<file path="config.mk">
export PLATFORM = sky130hd
export DESIGN_NAME = if_stage
export DESIGN_NICKNAME = d
export VERILOG_FILES = /design/src/rtl/if_stage.sv
export SDC_FILE = /design/constraint.sdc
export NUM_CORES = 1
export LEC_CHECK = 0
export CAP_MARGIN = 10
export CORE_ASPECT_RATIO = 2
export CORE_MARGIN = 2
export CORE_UTILIZATION = 55
export DETAILED_ROUTE_END_ITERATION = 6
export MAX_ROUTING_LAYER = met4
export PLACE_DENSITY = 0.84
export SLEW_MARGIN = 20
export SYNTH_ARGS = -nofsm -noshare
export SYNTH_HDL_FRONTEND = slang
export SYNTH_SLANG_ARGS = --single-unit
</file>
<file path="constraint.sdc">
create_clock -name clk -period 2.8 [get_ports clk]
set_input_delay 0.42 -clock clk [delete_from_list [all_inputs] [get_ports clk]]
set_output_delay 0.42 -clock clk [all_outputs]
set_load 0.01 [all_outputs]
</file>
<file path="src/rtl/if_stage.sv">
// Instruction fetch: at most one memory request in flight, responses queued for the decode stage.
// Optional IF_QUEUE_BYPASS_EN forwards a response to the outputs in the cycle it arrives.
module if_stage #(
    parameter logic [31:0] RESET_PC = 32'h0000_0000,
    parameter int unsigned QDEPTH   = 2
) (
    input  logic        clk,
    input  logic        rst,
    input  logic        redirect_i,
    input  logic [31:0] redirect_pc_i,
    input  logic        inst_ready_i,
    output logic        mem_req_o,
    output logic [31:0] mem_addr_o,
    input  logic        mem_gnt_i,
    input  logic        mem_rvalid_i,
    input  logic [31:0] mem_rdata_i,
    output logic        inst_valid_o,
    output logic [31:0] inst_o,
    output logic [31:0] pc_o
);

    // state | meaning
    // IDLE  | nothing outstanding, may issue a request
    // WAIT  | one request outstanding, its response is kept
    // DROP  | one request outstanding, its response is discarded
    typedef enum logic [1:0] {IDLE, WAIT, DROP} state_e;

    localparam int unsigned PW = $clog2(QDEPTH);
    localparam int unsigned CW = $clog2(QDEPTH + 1);

    state_e        state_q, state_d;
    logic [31:0]   fetch_pc_q, fetch_pc_d;
    logic [31:0]   req_addr_q, req_addr_d;
    logic [31:0]   q_pc_q   [QDEPTH];
    logic [31:0]   q_pc_d   [QDEPTH];
    logic [31:0]   q_inst_q [QDEPTH];
    logic [31:0]   q_inst_d [QDEPTH];
    logic [PW-1:0] wr_ptr_q, wr_ptr_d, rd_ptr_q, rd_ptr_d;
    logic [CW-1:0] count_q, count_d;

    logic q_empty, q_full, req_fire, fwd_valid, fwd_taken, push, pop;

    assign q_empty    = (count_q == '0);
    assign q_full     = (count_q == CW'(QDEPTH));
    assign mem_req_o  = !rst && (state_q == IDLE) && !redirect_i && !q_full;
    assign mem_addr_o = fetch_pc_q;
    assign req_fire   = mem_req_o && mem_gnt_i;

`ifdef IF_QUEUE_BYPASS_EN
    assign fwd_valid = !rst && q_empty && (state_q == WAIT) && !redirect_i && mem_rvalid_i;
`else
    assign fwd_valid = 1'b0;
`endif
    assign fwd_taken = fwd_valid && inst_ready_i;

    always_comb begin
        inst_valid_o = 1'b0;
        inst_o       = '0;
        pc_o         = '0;
        if (!rst && !redirect_i) begin
            if (!q_empty) begin
                inst_valid_o = 1'b1;
                inst_o       = q_inst_q[rd_ptr_q];
                pc_o         = q_pc_q[rd_ptr_q];
            end else if (fwd_valid) begin
                inst_valid_o = 1'b1;
                inst_o       = mem_rdata_i;
                pc_o         = req_addr_q;
            end
        end
    end

    assign pop  = !q_empty && inst_valid_o && inst_ready_i;
    assign push = (state_q == WAIT) && mem_rvalid_i && !redirect_i && !fwd_taken;

    always_comb begin
        state_d    = state_q;
        fetch_pc_d = fetch_pc_q;
        req_addr_d = req_addr_q;
        wr_ptr_d   = wr_ptr_q;
        rd_ptr_d   = rd_ptr_q;
        count_d    = count_q;
        q_pc_d     = q_pc_q;
        q_inst_d   = q_inst_q;

        if (redirect_i) begin
            fetch_pc_d = redirect_pc_i;
        end else if (req_fire) begin
            fetch_pc_d = fetch_pc_q + 32'd4;
            req_addr_d = fetch_pc_q;
        end

        // A grant is only expected for an asserted request; memory must not grant otherwise.
        unique case (state_q)
            IDLE: begin
                if (redirect_i && mem_gnt_i) state_d = DROP;
                else if (req_fire)           state_d = WAIT;
            end
            WAIT: begin
                if (mem_rvalid_i)    state_d = IDLE;
                else if (redirect_i) state_d = DROP;
            end
            DROP: begin
                if (mem_rvalid_i) state_d = IDLE;
            end
            default: state_d = IDLE;
        endcase

        if (redirect_i) begin
            wr_ptr_d = '0;
            rd_ptr_d = '0;
            count_d  = '0;
        end else begin
            if (push) begin
                q_pc_d[wr_ptr_q]   = req_addr_q;
                q_inst_d[wr_ptr_q] = mem_rdata_i;
                wr_ptr_d           = wr_ptr_q + 1'b1;
            end
            if (pop) rd_ptr_d = rd_ptr_q + 1'b1;
            case ({push, pop})
                2'b10:   count_d = count_q + 1'b1;
                2'b01:   count_d = count_q - 1'b1;
                default: count_d = count_q;
            endcase
        end
    end

    always_ff @(posedge clk) begin
        if (rst) begin
            state_q    <= IDLE;
            fetch_pc_q <= RESET_PC;
            req_addr_q <= '0;
            wr_ptr_q   <= '0;
            rd_ptr_q   <= '0;
            count_q    <= '0;
            for (int i = 0; i < int'(QDEPTH); i++) begin
                q_pc_q[i]   <= '0;
                q_inst_q[i] <= '0;
            end
        end else begin
            state_q    <= state_d;
            fetch_pc_q <= fetch_pc_d;
            req_addr_q <= req_addr_d;
            wr_ptr_q   <= wr_ptr_d;
            rd_ptr_q   <= rd_ptr_d;
            count_q    <= count_d;
            q_pc_q     <= q_pc_d;
            q_inst_q   <= q_inst_d;
        end
    end

endmodule

</file>
==> reports/summary.md, run 1 <==
The tools report the number of antenna violations at the first check in global routing as 0. Of the total synthesized cell area, the portion taken by XOR and XNOR cells is 1.74%. The detailed router's first-iteration violation count is 488, and the max-slew violation total from the final report is 0.

The flow ran to the end, and the final reports show no timing, DRC or antenna violations. In the final layout, the share of cells above drive strength 1 is 6.13%. For this run, the slowest stage of the critical path takes 0.54 ns.

The share of Yosys cell area claimed by the top area cell type works out to 46.2%. Timing would allow up to 388 MHz. Of all nets on the critical path, the largest fanout is 16. The die is 181 um tall.

The run gives 1299 as the final net count. Hold repair after CTS inserted 0 buffers. The maximum number of pins on one net before global-route repair came out at 194. Counting flops with an async set or reset pin after synthesis yields a share of 0%. The beginning of the critical path was rd_ptr_q$_SDFFE_PP0P_. By area the synthesized netlist is led by sky130_fd_sc_hd__dfxtp_1 46%, sky130_fd_sc_hd__nand2_1 15%, sky130_fd_sc_hd__a21oi_1 9.8%, sky130_fd_sc_hd__mux2i_1 7.8%, sky130_fd_sc_hd__nor2_1 4.0%. For the number of warning messages in the yosys log, the log shows 0. The synthesized netlist occupies a cell area of 8570 um2. Dividing the detail-routed via count by the number of cells gives 5.46. The transition time at the pin with the least slew margin was 0.816 ns. The quantity of I/O buffers inserted on ports is 167, and the power per unit of standard cell area is 525 nW/um2.

After detailed routing, the met3 layer carries 723 um of wire. Final core utilization: 72.3%. When the netlist entered floorplanning its net count stood at 1170. Row generation in the floorplan step produced 64 rows. Critical path data required time: 2.38 ns. During I/O placement, the number of pins put on the boundary was 168. TritonCTS built the clock tree. The synthesized design contains 0 enable-type register cells.

Clock skew on the completed layout was measured at 0.0108 ns. The startpoint identified for the worst hold timing path is rst. The total via count after detailed routing came out at 7853. The area of the core came out at 15300 um2. The launching point of the worst reg2reg path was mem_addr_o[2]$_SDFFE_PP0P_. The routed design has 21.6 mm of wire.

The clock passes through at most 2 buffers. Global routing used 26.7% of the available tracks across all layers. The post-synthesis share of cell area spent on and, or, nand and nor gates is 25.0%. Compound-cell area share of the yosys netlist: 14.1%.

Setup violations remaining at the end of the flow were counted as 0. The final antenna diode count is 0. The HPWL after detailed placement is 14.0 mm. Synthesis produced a netlist whose cell count is 1098. The worst pin sits at a relative slew slack of 45.6%. The via count of the first global-routing pass was 7448; the minimum clock period after layout was 2.57 ns.

The area of the die is 16700 um2, and the starting utilization of the core area is 56.0%. Sequential elements use 46.2% of the synthesized area. Post-CTS setup buffer count: 0.

sky130_fd_sc_hd__dfxtp_1 takes more of the synthesized area than any other cell. The share of the clock period used by the worst path is 91.9%, and the count of different cell masters after synthesis is 55. The run gives 0 as the total overflow reported by the global router.

Across the VDD grid, the largest voltage drop is 0.435 mV. In the final routed layout, each cell accounts on average for 15.0 um. For the clock insertion delay at the later pin of the skew report, the log shows 0.43 ns. Adding up every negative setup slack in the final design gives 0 ns.

The depth of the CTS H-tree came out at 4. In this run the top signal layer used is met4. After detailed routing, the met2 layer carries 11.5 mm of wire.

STA classifies the critical path endpoint as a primary output. The adder-cell share of the synthesized area was 0.292%; the clock slew at the register clock pins of the worst setup and hold paths was 0.07 ns. The run gives 0.00581 W as the post-layout total power. For this run, the leading register cell type out of synthesis is sky130_fd_sc_hd__dfxtp_1. At the end of routability-driven placement, the weighted congestion stood at 0.884.

Counting every sink on the clock net gives 198. A synthesized cell averages 7.81 um2. The tools report the cell chosen for the clock root as sky130_fd_sc_hd__clkbuf_16. Setup repair after global routing left no endpoint under its margin. The total count of hold-check failures in the final report was 0; the number of buffers added by the clock tree synthesis step was 17.

The signal on the critical path passes through buf_4, mux2i_1, nor2_1, clkdlybuf4s50_1. By area, the combinational part of the netlist is dominated by simple AND/OR/NAND/NOR gates. The critical path is of the register to primary output type.

STA puts the critical path data arrival time at 2.15 ns. Multiplexer cells account for 8.09% of the synthesized area. The run gives 0.320 ns as the smallest hold slack.

The chip width works out to 92.3 um. The largest individual stage delay along the critical path comes from the cell sky130_fd_sc_hd__dfxtp_4. After synthesis the netlist holds a flip-flop and latch count of 198. The layout has 1242 filler cells. The wire length on met1 is 8.68 mm. The first global-routing pass estimated 35.3 mm of wire. For this run, design rule violations remaining after detail routing come to 0. The first TritonRoute pass finished after 5 iterations. Summed over all cells, the static leakage comes to 3.41 nW. The worst setup path is launched from a register.

The reported max-cap violation count came out at 0. From synthesis to final layout, the design area changed by 29.0%. The worst hold path belongs to the class input pin to register. The number of gates resized after CTS is 0, and the count of antenna-violating nets left after detailed routing is 0.
final timing paths:
check / endpoint / slack (ns) / cells after the start
setup / recovery: pc_o[6] / 0.23 / 4
hold / removal: state_q[0]$_SDFFE_PP0P_ / 0.32 / 3
setup reg to reg: mem_addr_o[16]$_SDFFE_PP0P_ / 0.73 / 6
hold reg to reg: q_pc_q[62]$_SDFFE_PP0P_ / 0.45 / 2
layout make-up:
| class | instances | area [um2] | share of cell area [%] |
|---|---|---|---|
| sequential | 198 | 3970 | 35.9 |
| tap | 198 | 248 | 2.24 |
| clock buffer | 18 | 439 | 3.97 |
| inverter | 10 | 37.5 | 0.339 |
| clock inverter | 14 | 169 | 1.53 |
| multi-input combinational | 811 | 4250 | 38.4 |
| timing repair buffer | 189 | 1950 | 17.6 |
report_power, final:
part / internal (W) / switching [W]
Sequential: 0.00286 / 0.0000594
Combinational: 0.000198 / 0.000176
Clock: 0.00144 / 0.00108
Total: 0.00449 / 0.00132
registers in the layout, summed over array words and instances (netlist names):
name,count
wr_ptr_q,1
q_inst_q,64
mem_addr_o,32
count_q,2
state_q,2
req_addr_q,32
q_pc_q,64
rd_ptr_q,1
cells in the final DEF (no fill, tap or decap), drive strengths merged, types with 13 or more instances in the layout:
cell type      synthesis  routed
inv                    9      14
dfxtp                198     198
mux2i                 67      67
nor2                  93      93
clkdlybuf4s50          0     166
clkbuf                46      18
nor3                  13      13
xnor2                 13      13
nand3                 14      14
nand2                342     342
a21oi                167     167
buf                   33      23
cells by family after synthesis:
kind of cell / count (synthesis)
buffers and inverters: 89
adders and majority gates: 2
and+or+nand+nor: 505
muxes: 69
DFF: 198
AOI/OAI and AO/OA: 218
xor gates and xnor gates: 17
cell usage after synthesis, types with 8 or more instances:
cell and count:
sky130_fd_sc_hd__nand2_1 342, sky130_fd_sc_hd__dfxtp_1 198, sky130_fd_sc_hd__a21oi_1 167, sky130_fd_sc_hd__nor2_1 91, sky130_fd_sc_hd__mux2i_1 67, sky130_fd_sc_hd__clkbuf_1 45, sky130_fd_sc_hd__buf_2 18, sky130_fd_sc_hd__xnor2_1 13
sky130_fd_sc_hd__nor3_1 12, sky130_fd_sc_hd__buf_1 11, sky130_fd_sc_hd__nand3_1 11, sky130_fd_sc_hd__a31oi_1 9, sky130_fd_sc_hd__inv_1 9, sky130_fd_sc_hd__nand4_1 8, sky130_fd_sc_hd__o21ai_0 8
routing by layer:
metal / vias to the layer above / global-route usage (%)
li1: 3934 / -
met1: 3658 / 30.3
met2: 217 / 46.8
met3: 44 / 2.80
met4: 0 / 11.8
met5: - / -
critical path: cells and delay by family, from the launching register on:
kind          cells  cell delay (ns)
flops             1             0.54
simple gates      1             0.06
buf+inv           2             0.81
mux               1             0.30
stage by stage:
stage | area (um2) | instances | setup slack [ns]
5_1_grt | 11100 | 1438 | 0.152
3_3_place_gp | 10400 | 1406 | 0.294
3_5_place_dp | 10400 | 1406 | 0.258
4_1_cts | 11100 | 1438 | 0.205
6_report | 11100 | 1438 | 0.226
2_1_floorplan | 8570 | 1098 | 1.04
Note: power is estimated with default switching activity, not from simulation.
==> run 2, diff against run 1 <==
Settings changed: ABC_AREA set to 1, GPL_ROUTABILITY_DRIVEN set to 0.
==> run 2 against run 1 <==
Net effect: largest cell class unchanged; sequential power rose by 2%; clock power fell by 4%; final cell count up 14%; flip-flop and latch count unchanged.
==> reports/summary.md, run 2 <==
The run finished with clean final reports. The commonest cells after synthesis are 252 x sky130_fd_sc_hd__nand2_1, 227 x sky130_fd_sc_hd__a21oi_1, 214 x sky130_fd_sc_hd__nor2_1, 198 x sky130_fd_sc_hd__dfxtp_1, 117 x sky130_fd_sc_hd__inv_1. The power per unit of standard cell area was 523 nW/um2 (-0.47%); the sum of buffers and inverters on the critical path was 2 (unchanged).

The largest registers in the layout are q_inst_q (64), q_pc_q (64). The number of buffers added by the clock tree synthesis step is 17 (unchanged), and the instance count along the most critical hold path is 5 (+2). The maximum number of pins on one net before global-route repair was 72 (-63%). The fraction of synthesized area in multiplexers was 0% (-8.1 points); the ratio of cells with drive above 1 in the final layout was 5.69% (-0.44 points).

The tools report the netlist area before placement as 8890 um2 (+3.7%). The tools report the final antenna diode count as 0 (unchanged). The clock sink count came out at 198 (unchanged). Reported max-cap violation count: 0 (unchanged). Count of antenna-violating nets left after detailed routing: 0 (unchanged). The post-synth net total came out at 1372 (+17%). By instance count, the cell type seen most on the critical path is sky130_fd_sc_hd__nor2_1. The depth of the critical timing path with buffers and inverters included was 5 (+1); the depth of the CTS H-tree was 4 (unchanged). The run gives 28.9% (+2.2 points) as the aggregate global-route resource usage. The cell leakage power is 4.10 nW (+20%), and the placed cell area is 10700 um2 (+2.2%). The tightest min-delay check is of the input pin to register type. The HPWL after detailed placement is 16.6 mm (+19%). The post-synthesis share of cell area spent on and, or, nand and nor gates came out at 23.3% (-1.7 points). On the critical path the largest part of the delay comes from buffers and inverters.

The count of different cell masters after synthesis is 33 (-40%), and the compound-cell area share of the yosys netlist is 20.6% (+6.5 points). The critical path goes through buf_4, nor2_1, a21oi_1, nor2_1, clkdlybuf4s50_1. TritonCTS built the clock tree.

The clock slew at the register clock pins of the worst setup and hold paths works out to 0.08 ns (about the same). The tools report the wire length of the first global-routing pass as 38.9 mm (+10%). Prevailing post-synth register cell: sky130_fd_sc_hd__dfxtp_1. The final design area excluding fillers was 11300 um2 (+1.9%); the number of warning messages in the yosys log was 0 (unchanged). The logs give 3970 um2 (unchanged) for the sequential standard cell area and 2.24 ns (+0.09 ns) for the data arrival time of the critical path. The vertical extent of the die works out to 184 um (+1.8%). Setup repair after global routing left no endpoint under its margin. Signed area change from the synthesized netlist to the final layout: 26.8%.

The mean instance size in the synthesized netlist was 6.84 um2 (-12%); the number of antenna violations at the first check in global routing was 0 (unchanged). The class of the most critical setup path was register to primary output. The flip-flop and latch count after synthesis was 198 (unchanged). The worst setup path is launched from a register. Starting utilization of the core area: 56.3% (+0.30 points). The transition time at the pin with the least slew margin is 0.857 ns (+0.0409 ns), and the share of the clock period used by the worst path is 94.9% (+3.0 points). The setup skew after layout came out at 0.0113 ns (+0.000494 ns).

The top cell types in the final layout, fill and taps aside, are 251 x sky130_fd_sc_hd__nand2_1, 226 x sky130_fd_sc_hd__a21oi_1, 214 x sky130_fd_sc_hd__nor2_1. The adder-cell share of the synthesized area is 0.281% (-0.010 points), and the sequential share of the synthesized area is 44.6% (-1.7 points). The minimum clock period after layout was 2.66 ns (+0.0837 ns); the average routed wire per standard cell was 14.7 um (-2.1%). For the clock insertion delay at the later pin of the skew report, the log shows 0.43 ns (about the same).

The top fanout value on the critical path is 35 (+19). The share of async-settable or async-resettable flops after synthesis was 0% (unchanged). The final setup violation count was 0 (unchanged); the number of non-filler instances in the completed layout was 1642 (+14%).

The area of the core was 15800 um2 (+3.2%); the delay contributed by the slowest stage of the critical path was 0.62 ns (+0.08 ns). The total count of hold-check failures in the final report is 0 (unchanged). Filler cell count in the final layout: 1383 (+11%).

The largest area contributor in the synthesized netlist is sky130_fd_sc_hd__dfxtp_1. The final core utilization is 71.4% (-0.85 points), and the number of enable flip-flop cells after synthesis is 0 (unchanged). For the gate count of the mapped netlist, the log shows 1300 (+18%). The average via count per standard cell came out at 5.31 (-2.8%). The final net count came out at 1500 (+15%). The tools report the worst-case clock buffer depth as 2 (unchanged). The largest voltage drop on the vdd net is 0.411 mV (-5.5%). The total overflow reported by the global router is 0 (unchanged), and the area of the die is 17300 um2 (+3.6%).

The relative max-transition margin came out at 42.9% (-2.7 points). Timing-limited maximum frequency: 376 MHz (-3.1%). The total DRC errors in the routed layout came out at 0 (unchanged).

STA classifies the critical path endpoint as a primary output. The path depth of the worst reg2reg path works out to 8 (+2). The largest individual stage delay along the critical path comes from the cell sky130_fd_sc_hd__dfxtp_4. sky130_fd_sc_hd__nand2_1 is the most common cell in the netlist.

The count of standard-cell rows is 65 (+1.6%). The root buffer cell chosen for the clock tree is sky130_fd_sc_hd__clkbuf_16. The share of Yosys cell area claimed by the top area cell type was 44.6% (-1.7 points). The chip width was 93.9 um (+1.8%); the max-slew violation total from the final report was 0 (unchanged). The quantity of I/O buffers inserted on ports is 167 (unchanged).

The final wirelength was 24.2 mm (+12%). After synthesis, the largest family of logic cells by area is simple AND/OR/NAND/NOR gates. The run gives 2.38 ns (about the same) as the critical path data required time.

The commonest non-fill, non-tap cell in the layout is sky130_fd_sc_hd__nand2_1. The count of placed standard cells including taps is 1610 (+15%), and the number of placed I/O pins is 168 (unchanged). The number of detailed-routing iterations run before antenna repair was 4 (-1). The run gives 4030 um2 (-5.2%) as the total area of multi-input combinational cells. The via count of the first global-routing pass was 8269 (+11%). The detailed router's first-iteration violation count is 548 (+12%). The fraction of synthesized cell area in xor and xnor cells is 0.985% (-0.75 points). For the accumulated negative setup slack, the log shows 0 ns (unchanged). In the post-synthesis netlist, the biggest area contributors are sky130_fd_sc_hd__dfxtp_1 45%, sky130_fd_sc_hd__a21oi_1 13%, sky130_fd_sc_hd__nand2_1 11%, sky130_fd_sc_hd__nor2_1 9.0%, sky130_fd_sc_hd__inv_1 4.9%. The total via count after detailed routing came out at 8719 (+11%).
-- run 2: changes by cell type in the layout (fill, tap and decap cells not counted), sizes merged, moves of 11 or more --
cell | previous run | this run
a21oi | 167 | 227
o21ai | 9 | 112
mux2i | 67 | 0
nor2 | 93 | 219
nand2 | 342 | 252
nand3 | 14 | 37
xnor2 | 13 | 2
inv | 14 | 132
-- run 2: report_power, final --
group	switching [W]	internal, W
clock	0.00119	0.00122
combinational	0.000277	0.000248
sequential	0.0000735	0.00289
-- run 2: cell families after synthesis --
logic type	Yosys count
and+or+nand+nor	524
buffers and inverters	209
AOI/OAI and AO/OA	357
DFF	198
xor gates and xnor gates	10
adders and majority gates	2
-- run 2: worst paths after layout --
check,start,endpoint,slack (ns)
max,rd_ptr_q$_SDFFE_PP0P_,inst_o[3],0.14
min,rst,wr_ptr_q$_SDFFE_PP0P_,0.42
max reg2reg,mem_addr_o[3]$_SDFFE_PP0P_,mem_addr_o[18]$_SDFFE_PP0P_,0.82
min reg2reg,q_pc_q[35]$_SDFFE_PP0P_,q_pc_q[35]$_SDFFE_PP0P_,0.45
-- run 2: layout make-up --
cell class / count / share of cell area, %
well taps: 201 / 2.23
clock buffers: 18 / 3.90
multi-input cells: 893 / 35.7
repair buffers: 194 / 17.5
clock inverters: 14 / 1.34
inverters: 124 / 4.13
flip-flops and latches: 198 / 35.2
-- run 2: worst register-to-register path: cells and delay by family (launching register included) --
family	cells	cell delay (ns)
and+or+nand+nor	4	0.85
DFF	1	0.43
adders and majority gates	1	0.26
xor gates and xnor gates	1	0.18
AOI/OAI and AO/OA	1	0.12
buffers and inverters	1	0.07
-- run 2: routing by layer --
layer / part of all wire [%] / wire, um / GRT usage, %
met1: 39 / 9470 / 31.1
met4: 4.4 / 1060 / 13.9
met2: 52 / 12600 / 51.5
met5: 0 / 0 / -
met3: 4.1 / 995 / 3.53
-- run 2: timing repair --
action / 4_1_cts / 5_1_grt
buffers inserted: 0 / 0
hold buffers: 0 / 0
endpoints found under the setup margin: 0 / 2
resized for setup: 0 / 1
-- run 2: metrics by stage --
step                power [W]  setup slack, ns  hold WS [ns]
finish                0.00590            0.142         0.421
global route          0.00612           0.0473         0.416
CTS                   0.00593            0.140         0.391
detailed placement    0.00354            0.147         0.444
global placement      0.00353            0.229         0.439
floorplan             0.00328            0.864         0.431
==> run 3, diff against run 2 <==
Settings changed: SLEW_MARGIN 20 to unset.
==> results of run 3 <==
Final layout, timing and power as in run 2 (identical DEF).
